## src/rtl/step_dir_generator.sv

```systemverilog
// Step/direction pulse generator: accepts a motion command over valid/ready,
// emits a timed step pulse train after a direction setup delay, tracks signed position.
module step_dir_generator #(
    parameter int CNT_W      = 16,
    parameter int PER_W      = 24,
    parameter int POS_W      = 32,
    parameter int PULSE_HIGH = 4,
    parameter int DIR_SETUP  = 8
) (
    input  logic             clk,
    input  logic             reset,
    input  logic             cmd_valid,
    output logic             cmd_ready,
    input  logic             cmd_dir,
    input  logic [CNT_W-1:0] cmd_steps,
    input  logic [PER_W-1:0] cmd_period,
    input  logic             abort,
    output logic             step_out,
    output logic             dir_out,
    output logic             busy,
    output logic             done,
    output logic [POS_W-1:0] position
);

    typedef enum logic [1:0] {
        S_IDLE  = 2'd0,
        S_SETUP = 2'd1,
        S_HIGH  = 2'd2,
        S_LOW   = 2'd3
    } state_t;

    localparam logic [PER_W-1:0] MIN_PERIOD = PER_W'(2 * PULSE_HIGH);
    localparam logic [PER_W-1:0] SETUP_LOAD = PER_W'(DIR_SETUP - 1);
    localparam logic [PER_W-1:0] HIGH_LOAD  = PER_W'(PULSE_HIGH - 1);
    localparam logic [PER_W-1:0] LOW_BIAS   = PER_W'(PULSE_HIGH + 1);

    state_t             state;
    logic [PER_W-1:0]   cnt;
    logic [PER_W-1:0]   low_load;
    logic [CNT_W-1:0]   remaining;
    logic               abort_pend;
    logic [PER_W-1:0]   eff_period;
    logic [PER_W-1:0]   low_len;
    logic [POS_W-1:0]   step_delta;

    assign cmd_ready = (state == S_IDLE);

    // Clamp the requested period and derive the low-phase down-counter preload.
    always_comb begin
        eff_period = cmd_period;
        if (cmd_period < MIN_PERIOD) begin
            eff_period = MIN_PERIOD;
        end else begin
            eff_period = cmd_period;
        end
        low_len = eff_period - LOW_BIAS;
    end

    // Position increment follows the latched direction, not the live command input.
    always_comb begin
        step_delta = POS_W'(1);
        if (dir_out) begin
            step_delta = POS_W'(1);
        end else begin
            step_delta = {POS_W{1'b1}};
        end
    end

    // Command sequencer with registered pulse, direction, status and position outputs.
    always_ff @(posedge clk) begin
        if (reset) begin
            state      <= S_IDLE;
            cnt        <= '0;
            low_load   <= '0;
            remaining  <= '0;
            abort_pend <= 1'b0;
            step_out   <= 1'b0;
            dir_out    <= 1'b0;
            busy       <= 1'b0;
            done       <= 1'b0;
            position   <= '0;
        end else begin
            done <= 1'b0;
            case (state)
                S_IDLE: begin
                    if (cmd_valid) begin
                        dir_out    <= cmd_dir;
                        low_load   <= low_len;
                        remaining  <= cmd_steps;
                        abort_pend <= 1'b0;
                        if (cmd_steps != CNT_W'(0)) begin
                            state <= S_SETUP;
                            busy  <= 1'b1;
                            cnt   <= SETUP_LOAD;
                        end else begin
                            done <= 1'b1;
                        end
                    end
                end
                S_SETUP: begin
                    if (abort) begin
                        state <= S_IDLE;
                        busy  <= 1'b0;
                        done  <= 1'b1;
                    end else if (cnt == PER_W'(0)) begin
                        state     <= S_HIGH;
                        step_out  <= 1'b1;
                        position  <= position + step_delta;
                        remaining <= remaining - CNT_W'(1);
                        cnt       <= HIGH_LOAD;
                    end else begin
                        cnt <= cnt - PER_W'(1);
                    end
                end
                S_HIGH: begin
                    // An abort here is deferred so the pulse keeps its full width.
                    if (cnt == PER_W'(0)) begin
                        step_out <= 1'b0;
                        if (abort_pend || abort) begin
                            state <= S_IDLE;
                            busy  <= 1'b0;
                            done  <= 1'b1;
                        end else begin
                            state <= S_LOW;
                            cnt   <= low_load;
                        end
                    end else begin
                        cnt <= cnt - PER_W'(1);
                        if (abort) begin
                            abort_pend <= 1'b1;
                        end else begin
                            abort_pend <= abort_pend;
                        end
                    end
                end
                S_LOW: begin
                    if (abort) begin
                        state <= S_IDLE;
                        busy  <= 1'b0;
                        done  <= 1'b1;
                    end else if (cnt == PER_W'(0)) begin
                        if (remaining != CNT_W'(0)) begin
                            state     <= S_HIGH;
                            step_out  <= 1'b1;
                            position  <= position + step_delta;
                            remaining <= remaining - CNT_W'(1);
                            cnt       <= HIGH_LOAD;
                        end else begin
                            state <= S_IDLE;
                            busy  <= 1'b0;
                            done  <= 1'b1;
                        end
                    end else begin
                        cnt <= cnt - PER_W'(1);
                    end
                end
                default: begin
                    state    <= S_IDLE;
                    step_out <= 1'b0;
                    busy     <= 1'b0;
                end
            endcase
        end
    end

endmodule

```

## config.mk

```make
export PLATFORM = sky130hd
export DESIGN_NAME = step_dir_generator
export DESIGN_NICKNAME = d
export VERILOG_FILES = /design/src/rtl/step_dir_generator.sv
export SDC_FILE = /design/constraint.sdc
export NUM_CORES = 1
export LEC_CHECK = 0
export BUFFER_PORTS_ARGS = -buffer_cell sky130_fd_sc_hd__clkbuf_2
export CAP_MARGIN = 20
export CORE_ASPECT_RATIO = 1.4
export CORE_MARGIN = 4
export CORE_UTILIZATION = 39
export DETAILED_ROUTE_END_ITERATION = 10
export SYNTH_ARGS = -nofsm -noshare
export SYNTH_HDL_FRONTEND = slang
export SYNTH_SLANG_ARGS = --single-unit
```

## constraint.sdc

```tcl
create_clock -name clk -period 3.65 [get_ports clk]
set_input_delay 0.1825 -clock clk [delete_from_list [all_inputs] [get_ports clk]]
set_output_delay 0.1825 -clock clk [all_outputs]
set_load 0.005 [all_outputs]
```

* After elaboration in Yosys (flattened, before gate mapping)
Index checks and enable logic that the tools add are counted.
** Storage, ports and cells
- Input port bits :: 45
- Output and inout bits :: 37
- Register bits :: 103
- Logic and storage cells :: 116
** Operators by class
- Add/sub/neg operators :: 4
- Mux-type cells :: 64
- Eq/ne operators :: 20
- Magnitude comparators :: 1
- Reductions and logical operators :: 17
** Operator list (count)
- 2-to-1 mux 24 bit :: 10
- 2-to-1 mux 32 bit :: 6
- 2-to-1 mux 16 bit :: 6
- one-hot mux 24 bit (4 select lines) :: 1
- one-hot mux 32 bit (2 select lines) :: 1
- one-hot mux 16 bit (3 select lines) :: 1
- adder 32 bit :: 1
- nonzero test 16 bit :: 2
- 2-to-1 mux 1 bit :: 25
- zero test 24 bit :: 1
- less-than comparator 24 x 4 -> 1 bit, second input constant :: 1
- subtractor 24 x 1 -> 24 bit, second input constant :: 1
- subtractor 24 x 3 -> 24 bit, second input constant :: 1
- inequality test 2 bit, second input constant :: 11
- AND reduction 7 bit :: 3
- 2-to-1 mux 2 bit :: 9
- subtractor 16 x 1 -> 16 bit, second input constant :: 1
- inequality test 3 bit, second input constant :: 5
- AND reduction 6 bit :: 2
- one-hot mux 1 bit (4 select lines) :: 2
- one-hot mux 2 bit (4 select lines) :: 1
- nonzero test 3 bit :: 2
- AND reduction 5 bit :: 1
- == test 2 bit, second input constant :: 2
- 9 further kinds :: 10

* Longest topological paths before layout
Gate-level depths: netlist of run 1.
- Depth after elaboration :: 6
- Gate-level depth with buffers :: 12
- Gate-level depth less buffers :: 11

* Least setup slack after synthesis of run 1
Ideal clock, no wire load.
- Kind :: flip-flop to flip-flop
- Start :: register dir_out
- End :: register position[29]
- Data arrival time :: 3.145 ns
- Stages on the path, launching flop included :: 11
- Period minus slack after synthesis :: 3.207 ns
- Data required time :: 3.588 ns
- Path slack :: 0.443 ns
- Path buffers :: 0
- Library setup time :: 0.062 ns
- Cells stage by stage :: dfxtp_1 inv_1 ha_1 a21oi_1 o21ai_0 a31oi_1 o2111ai_1 a31oi_1 o21bai_1 or4b_1 nand3_1
** On the way
- Cells in the longest elaborated chain, start to end :: 6
- Elaborated cells between the ends (all ways) :: 8
- Classes of those cells :: 1 x add/sub; 7 x mux
** RTL lines
- start: declaration :: line 19 : output logic dir_out,
- start signal: assignment :: line 87 : dir_out <= cmd_dir;
- 2-to-1 mux 32 bit (*) :: line 62 : if (dir_out) begin
- adder 32 bit (*) :: line 108, 145
- 2-to-1 mux 32 bit :: line 142 : if (remaining != CNT_W'(0)) begin
- 2-to-1 mux 32 bit :: line 141 : end else if (cnt == PER_W'(0)) begin
- 2-to-1 mux 32 bit :: line 137 : if (abort) begin
- one-hot mux 32 bit (2 select lines) (*) :: line 84 : case (state)
- end signal: assignment :: line 108 : position <= position + step_delta;
- end signal: assignment :: line 145 : position <= position + step_delta;
- end: declaration :: line 22 : output logic [POS_W-1:0] position
Every way passes the cells marked *; elsewhere a longest branch is shown, timed or not. The select of a mux whose other input is x is not followed.
A chain may end at the register's enable or synchronous reset.

* Worst setup path in the final report of run 1
Ends and elaborated chain as after synthesis.

==> results.cfg, run 1 <==
[worst_hold_path]
hp-class = in2reg
worstHoldStart = cmd_period[23]

[status]
status = completed

[job]
drv_cap = 0

[global_routing]
grt_max_degree = 51
grt_pass1_vias = 6595
use_met2_pct = 35.4
grt.met3_usage_pct = 2.99
antenna_found_initial = 0
use_met1_pct = 23.5
grt_overflow = 0
grt_usage_pct = 19.8
grt.busiest_layer = met2
grt_pass1_wl_mm = 33.0

[cts]
htree_num_levels = 3
clock_path_buffers = 2
cts_tree = yes
clkTransAtPathRegs_ps = 70
post-cts-setup-buffer-count = 0
clock_latency_ps = 360
numCtsBuffers = 9
cts_resized = 0
cts.sink_count = 103
ctsHoldBuffers = 0
ctsRootBufferMaster = clkbuf_16

[floorplanning]
core_um2 = 17500
row_count = 57
start_util_pct = 40.1
die_x_um = 121
ios = 82
dieArea_um2 = 20300
die_h_um = 167

[yosys]
yosys.area.top_type = dfxtp_1
synth_async_sr_flop_share_pct = 0
synth.distinct_cells = 74
synth_area_um2 = 7030
ys_top_cells_by_count = dfxtp_1, nor2_1, a21oi_1, nand2_1, o21ai_0
synth_warnings = 0
syn_area_per_cell_um2 = 7.53
synth_edf_count = 0
synth_area_leaders = dfxtp_1, a21oi_1, ha_1
yosysMostFrequentCell = dfxtp_1
synth_top_area_share_pct = 29.3
yosys_register_bits = 103
ys.flop_type = dfxtp_1
postSynthNetCount = 1014
ys_seq_area_share_pct = 29.3
synthCells = 934

[placed_design]
dp_hpwl_mm = 14.6
port_buffers = 81
routabilityCongestion = 0.873

[timing]
drv_slew = 0
setup_viol_count_final = 0
fin_skew_ps = 12.8
fin_setup_tns_ps = 0
post-route-period-util_pct = 84.7
worst_slew_pin_slew_ps = 704
rsz0062_at_grt = no
hold_violations = 0
fmax_ghz = 0.323
slew_headroom_pct = 52.6
period_needed_ps = 3090

[setup_path]
arrival_ps = 3390
critPathLaunch = dir_out
path_common_cell = a211oi_1
crit_family = compound AO/OA/AOI/OAI gates
crit_fanout = 9
crit_chain = inv_1 -> buf_4 -> ha_1 -> a211oi_1 -> a21oi_1 -> a211oi_1 -> o2111ai_1 -> a31oi_1 -> o21bai_1 -> or4b_1 -> nand3_1
r2r_start = dir_out
worstPathBufferInverterCount = 2
rrSetupSlack_ps = 560
cp-end-kind = flop
crit_required_ps = 3950
slowest_stage = or4b_1
critPathKind = reg2reg
cp-start-kind = flop
slowest_delay_ps = 460

[routing]
wl_mm = 19.9
num_vias = 6908
vias_per_cell = 5.59
drc = 0
ant_nets = 0
wl_per_cell_um = 16.1
dr.first_iter.drc_count = 407
drt_pass1_iterations = 4

[finish]
finalNetCount = 1074
diodes = 0
synthToLayoutAreaGrowth_pct = 15.1
fillers = 1856
layout-drive-gt1-share_pct = 15.1

[power]
peakVddDrop_mv = 0.823
finalPower_mw = 8.93
clockPowerShare_pct = 13.3
pwr-share-comb_pct = 65.6
pwr-share-seq_pct = 21.0
switching_share_pct = 47.5
p_int_mw = 4.69
p_sw_mw = 4.24
power_density_nw_per_um2 = 1100
power_leakage_nw = 3.34
==> state kept, by name, indices dropped and copies added, names as in the netlist <==
signal	count
cnt	24
state	2
step_out	1
done	1
position	32
low_load	24
abort_pend	1
busy	1
dir_out	1
remaining	16
==> layer usage <==
metal | up-vias | part of all wire [%]
met2 | 147 | 51
met1 | 3187 | 42
met3 | 40 | 3.5
met5 | - | 0
met4 | 0 | 3.0
li1 | 3534 | -
==> power groups by stage <==
stage | registers (mW) | logic, mW | clock network [mW]
final | 1.88 | 5.86 | 1.19
after detailed placement | 1.90 | 5.81 | 0
after CTS | 1.88 | 5.84 | 1.22
after global routing | 1.94 | 6.57 | 1.26
after global placement | 1.90 | 5.80 | 0
after floorplan | 1.80 | 4.45 | 0
==> final cells by class <==
class                      instances  area (um2)  area share, %
clock buffer                      10         229           2.83
timing repair buffer             109         638           7.89
multi-input combinational        749        4650           57.5
tap                              236         295           3.65
inverter                          22        82.6           1.02
sequential                       103        2060           25.5
clock inverter                     6         133           1.64
==> logic make-up (layout without fill, tap and decap cells) <==
| family | count (synthesis) | after routing | share of synthesized area (%) |
|---|---|---|---|
| mux | 7 | 7 | 1.03 |
| flops | 103 | 103 | 29.3 |
| fa+ha+maj | 35 | 35 | 6.33 |
| compound gates | 294 | 294 | 26.3 |
| buf+inv | 82 | 147 | 4.75 |
| xor+xnor | 63 | 63 | 7.85 |
| simple gates | 350 | 350 | 24.4 |
==> worst register-to-register path: stages, from the launching register on <==
cell and delay (ps):
dfxtp_1 310, inv_1 290, buf_4 260, ha_1 330
a211oi_1 330, a21oi_1 110, a211oi_1 290, o2111ai_1 160
a31oi_1 280, o21bai_1 110, or4b_1 460, nand3_1 100
==> placed cells by master (no fill, tap or decap), types with 23 or more instances in the layout <==
master,count
dfxtp_1,103
nor2_1,98
a21oi_1,97
nand2_1,93
clkbuf_2,80
o21ai_0,60
xnor2_1,44
nand3_1,43
ha_1,34
buf_4,28
nor3_1,26
a21o_1,25
a22oi_1,23
==> per-stage QoR <==
step | hold slack (ps) | std cells | util [%] | setup slack (ps) | instance area [um2]
finish | 114 | 1235 | 46.1 | 557 | 8090
global route | 126 | 1235 | 46.1 | 272 | 8090
global placement | 440 | 1218 | 43.9 | 568 | 7700
CTS | 104 | 1234 | 46.0 | 549 | 8060
detailed placement | 446 | 1218 | 43.9 | 510 | 7700
floorplan | 319 | 934 | - | 443 | 7030
==> final timing paths <==
kind | cells after the start | endpoint
worst max-delay path | 11 | position[29]
worst min-delay path | 3 | low_load[23]
worst max register to register | 11 | position[29]
worst min register to register | 2 | low_load[0]
Note: power is estimated with default switching activity, not from simulation.
==> run 2: changes to the inputs <==
ABC_AREA = 1   (was default)
clock period = 2.5 ns   (was 3.65 ns; I/O delays follow)
==> results.cfg, run 2 <==
[status]
status = completed

[routing]
vias_per_cell = 5.14
num_vias = 8259
wl_mm = 23.3
wl_per_cell_um = 14.5
ant_nets = 0
dr.first_iter.drc_count = 394
drc = 0
drt_pass1_iterations = 5

[global_routing]
grt_overflow = 0
grt_max_degree = 58
antenna_found_initial = 0
grt_pass1_vias = 8013
grt_pass1_wl_mm = 38.8
grt_usage_pct = 20.8

[placed_design]
postPlaceCellArea_um2 = 8680
place_ws_ps = 171
port_buffers = 81
routabilityCongestion = 0.912
dp_hpwl_mm = 18.3
dp.cells = 1590

[power]
switching_share_pct = 42.5
p_sw_mw = 2.75
power_density_nw_per_um2 = 719
pwr-share-comb_pct = 45.9
pwr-share-seq_pct = 30.8
power_leakage_nw = 4.44
p_int_mw = 3.71
finalPower_mw = 6.46
peakVddDrop_mv = 0.336
clockPowerShare_pct = 23.3

[yosys]
synthCells = 1265
syn_area_per_cell_um2 = 6.28
postSynthNetCount = 1345
synth_area_leaders = dfxtp_1, nand2_1, a21oi_1
synth.distinct_cells = 50
yosys.area.top_type = dfxtp_1
yosysMostFrequentCell = nand2_1
ys_seq_area_share_pct = 25.9
synth_area_um2 = 7950
synth_async_sr_flop_share_pct = 0
ys.flop_type = dfxtp_1
yosys_register_bits = 103
synth_top_area_share_pct = 25.9
synth_edf_count = 0
ys_top_cells_by_count = nand2_1, inv_1, nor2_1, a21oi_1, dfxtp_1
synth_warnings = 0

[finish]
synthToLayoutAreaGrowth_pct = 13.1
fillers = 2205
final_area_um2 = 8990
largest_reg_flops = 32
top_register = position
diodes = 0
layout-drive-gt1-share_pct = 12.4
finalNetCount = 1429
final_common_cell = nand2_1
layoutNonFillerInstCount = 1606
reg_top3 = position x32, cnt x24, low_load x24
layout_common_cells = nand2_1, inv_1, nor2_1, a21oi_1, dfxtp_1

[setup_path]
cp-start-kind = flop
worstPathBufferInverterCount = 4
crit_fanout = 7
slowest_delay_ps = 390
crit_family = compound AO/OA/AOI/OAI gates
slowest_stage = o21ai_0
arrival_ps = 2610
critPathLaunch = dir_out
r2r_start = dir_out
crit_required_ps = 2760
critPathKind = reg2reg
cp-end-kind = flop
path_common_cell = nand3_1
crit_chain = inv_1 -> buf_4 -> ha_1 -> nand2_1 -> o21ai_0 -> a21oi_1 -> o21ai_0 -> buf_4 -> nand3_1 -> nand3_1 -> nand3_1 -> nand2_1 -> inv_1

[cts]
cts.sink_count = 103
clock_path_buffers = 2
clock_latency_ps = 360
htree_num_levels = 3
numCtsBuffers = 9
cts_tree = yes
clkTransAtPathRegs_ps = 80
ctsRootBufferMaster = clkbuf_16

[timing]
fin_skew_ps = 13.0
post-route-period-util_pct = 94.1
period_needed_ps = 2350
slew_headroom_pct = 55.6
postLayoutSetupSlackWorst_ps = 148
fmax_ghz = 0.425
drv_slew = 0
rsz0062_at_grt = no
setup_viol_count_final = 0
hold_violations = 0
worst_slew_pin_slew_ps = 665
fin_setup_tns_ps = 0

[worst_hold_path]
worstHoldStart = cmd_steps[1]
hp-class = in2reg

[floorplanning]
core_um2 = 20000
die_h_um = 177
row_count = 61
die_x_um = 129
dieArea_um2 = 22800
ios = 82
start_util_pct = 39.8

[job]
drv_cap = 0
run 2: kinds of logic after synthesis:
logic type / share of synthesized area [%]
AO/OA/AOI/OAI: 19.5
multiplexers: 0.252
AND/OR/NAND/NOR: 33.1
adder cells (fa/ha/maj): 5.60
flip-flops: 25.9
buffers and inverters: 10.5
XOR/XNOR: 5.07
run 2: worst min-delay path, cell delays in order:
cell,delay [ps]
clkbuf_2,90
o21ai_0,60
a21oi_1,120
run 2: layout make-up:
class	count	area [um2]	share of cell area, %
multi-input cells	961	5060	56.2
inverters	168	633	7.04
flip-flops and latches	103	2060	22.9
well taps	252	315	3.51
clock buffers	11	243	2.70
repair buffers	106	618	6.87
clock inverters	5	63.8	0.710
run 2: timing repair:
| action | in CTS | in global routing |
|---|---|---|
| resized for setup | 0 | 1 |
| endpoints found under the setup margin | 0 | 1 |
| endpoints found under the hold margin | 0 | 0 |
| setup buffers | 0 | 0 |
| hold buffers | 0 | 0 |
run 2: final timing paths:
check,end,slack (ps),cells after the start
max,position[29],150,13
max reg2reg,position[29],150,13
min,remaining[1],70,3
min reg2reg,remaining[11],470,2
run 2: layer usage:
layer | global-route usage, % | wire length, um
met2 | 38.6 | 12100
met3 | 2.63 | 845
met5 | 0 | 0
met1 | 24.2 | 9690
met4 | 7.22 | 668
run 2: power by group through the flow:
stage / registers, mW / logic (mW) / clock network [mW]
after global placement: 2.02 / 2.95 / 0
after detailed placement: 2.03 / 2.96 / 0
after floorplan: 1.99 / 2.21 / 0
after CTS: 1.99 / 2.98 / 1.56
after global routing: 2.02 / 3.37 / 1.61
final: 1.99 / 2.97 / 1.51
run 2: metrics by stage:
stage | hold WS (ps) | util (%)
final | 71.9 | 45.0
after CTS | 62.6 | 44.9
after global placement | 437 | 43.4
after floorplan | 280 | -
after global routing | 93.0 | 45.0
after detailed placement | 452 | 43.4
==> run 3: changes to the inputs <==
CELL_PAD_IN_SITES_DETAIL_PLACEMENT = 0   (was default)
CELL_PAD_IN_SITES_GLOBAL_PLACEMENT = 1   (was default)
CORE_UTILIZATION = 38   (was 39)
PLACE_DENSITY_LB_ADDON = 0.1   (was default)
==> results.cfg, run 3 (synthesis gave the netlist of run 2 again) <==
[status]
status = completed

[placed_design]
port_buffers = 81
dp_hpwl_mm = 19.6
place_ws_ps = -21.4
dp.cells = 1614
routabilityCongestion = 0.893

[setup_path]
slowest_delay_ps = 350
crit_chain = clkinvlp_4 -> buf_12 -> buf_12 -> ha_1 -> a21oi_1 -> o21ai_0 -> a21oi_1 -> nand2_2 -> a21oi_1 -> or2_2 -> nand3_1 -> nand2_1 -> inv_1
crit_required_ps = 2750
cp-end-kind = flop
cp-start-kind = flop
slowest_stage = dfxtp_2
r2r_start = dir_out
crit_fanout = 7
arrival_ps = 2630
critPathLaunch = dir_out
path_common_cell = a21oi_1
critPathKind = reg2reg

[power]
peakVddDrop_mv = 0.353
clockPowerShare_pct = 20.9
power_density_nw_per_um2 = 704
pwr-share-comb_pct = 48.9
switching_share_pct = 43.4
power_leakage_nw = 4.56
pwr-share-seq_pct = 30.3
p_sw_mw = 2.85
p_int_mw = 3.71

[routing]
num_vias = 8337
dr.first_iter.drc_count = 337
drt_pass1_iterations = 5
wl_per_cell_um = 15.3
drc = 0
vias_per_cell = 5.10
ant_nets = 0
wl_mm = 25.1

[worst_hold_path]
worstHoldStart = cmd_period[23]
hp-class = in2reg

[floorplanning]
core_um2 = 20600
row_count = 62
start_util_pct = 38.7
die_h_um = 179
die_x_um = 130
dieArea_um2 = 23300
ios = 82

[timing]
hold_violations = 0
worst_slew_pin_slew_ps = 701
fmax_ghz = 0.420
post-route-period-util_pct = 95.2
fin_skew_ps = 15.9
setup_viol_count_final = 0
rsz0062_at_grt = yes
slew_headroom_pct = 53.2
period_needed_ps = 2380
fin_setup_tns_ps = 0
postLayoutSetupSlackWorst_ps = 121
drv_slew = 0

[cts]
ctsRootBufferMaster = clkbuf_16
clock_path_buffers = 2
cts_tree = yes
numCtsBuffers = 9
htree_num_levels = 3
ctsHoldBuffers = 0
cts.sink_count = 103
clkTransAtPathRegs_ps = 70
clock_latency_ps = 360

[finish]
finalNetCount = 1455
diodes = 0
layout-drive-gt1-share_pct = 16.6
reg_top3 = position x32, cnt x24, low_load x24
top_register = position
largest_reg_flops = 32
layout_common_cells = nand2_1, inv_1, nor2_1, a21oi_1, dfxtp_1
layoutNonFillerInstCount = 1634
final_common_cell = nand2_1
synthToLayoutAreaGrowth_pct = 17.2

[global_routing]
grt_overflow = 0
grt_max_degree = 58
grt_pass1_wl_mm = 40.7
grt_pass1_vias = 8359
antenna_found_initial = 0
grt_usage_pct = 21.9

[job]
drv_cap = 0
-- run 3: changes by cell type in the layout (fill, tap and decap cells not counted), moves of 3 or more --
cell        change
buf_4          +23
a21oi_1        -14
a21oi_2        +13
o21ai_0        -10
o21ai_1         +8
nand2_1         -6
nand2_2         +6
ha_1            -5
ha_2            +4
clkinvlp_4      +3
-- run 3: power groups by stage --
stage	clock network [mW]	registers, mW	logic [mW]
after floorplan	0	1.99	2.21
after global placement	0	2.02	3.10
after detailed placement	0	2.02	3.10
after CTS	1.42	1.99	3.12
after global routing	1.47	2.01	3.60
final	1.37	1.99	3.20
-- run 3: worst max-delay path: cells and delay by family (launching register included) --
family,cells,cell delay (ps)
compound gates,4,780
buf+inv,4,410
flops,1,350
simple gates,4,390
fa+ha+maj,1,340
-- run 3: layout make-up --
cell class	count	area (um2)
Clock buffer	10	239
Clock inverter	4	31.3
Fill cell	2249	11200
Inverter	168	637
Multi-Input combinational cell	961	5190
Sequential cell	103	2060
Tap cell	256	320
Timing Repair Buffer	132	836
-- run 3: through the flow --
stage	utilization (%)	total power [mW]	hold slack [ps]	cell area, um2
2_1_floorplan	-	4.19	280	7950
3_3_place_gp	43.0	5.12	428	8850
3_5_place_dp	43.0	5.12	440	8850
4_1_cts	44.4	6.52	64.0	9120
5_1_grt	45.3	7.08	78.0	9320
6_report	45.3	6.56	74.6	9320
-- run 3: timing repair --
| action | in CTS | in global routing |
|---|---|---|
| pin swaps | 0 | 4 |
| buffers inserted | 0 | 6 |
| resized for setup | 2 | 47 |
| endpoints found under the setup margin | 2 | 17 |
-- run 3: final timing paths --
check	end	slack [ps]	cells after the start
max	position[23]	120	13
min	low_load[23]	70	3
max reg2reg	position[23]	120	13
min reg2reg	cnt[23]	470	2
-- run 3: routing by layer --
metal | routed length (um) | track usage [%] | vias to the layer above
met2 | 13700 | 43.2 | 120
met4 | 496 | 5.46 | 0
met1 | 10300 | 24.3 | 3799
met3 | 552 | 2.44 | 31
met5 | 0 | 0 | -
li1 | - | - | 4387
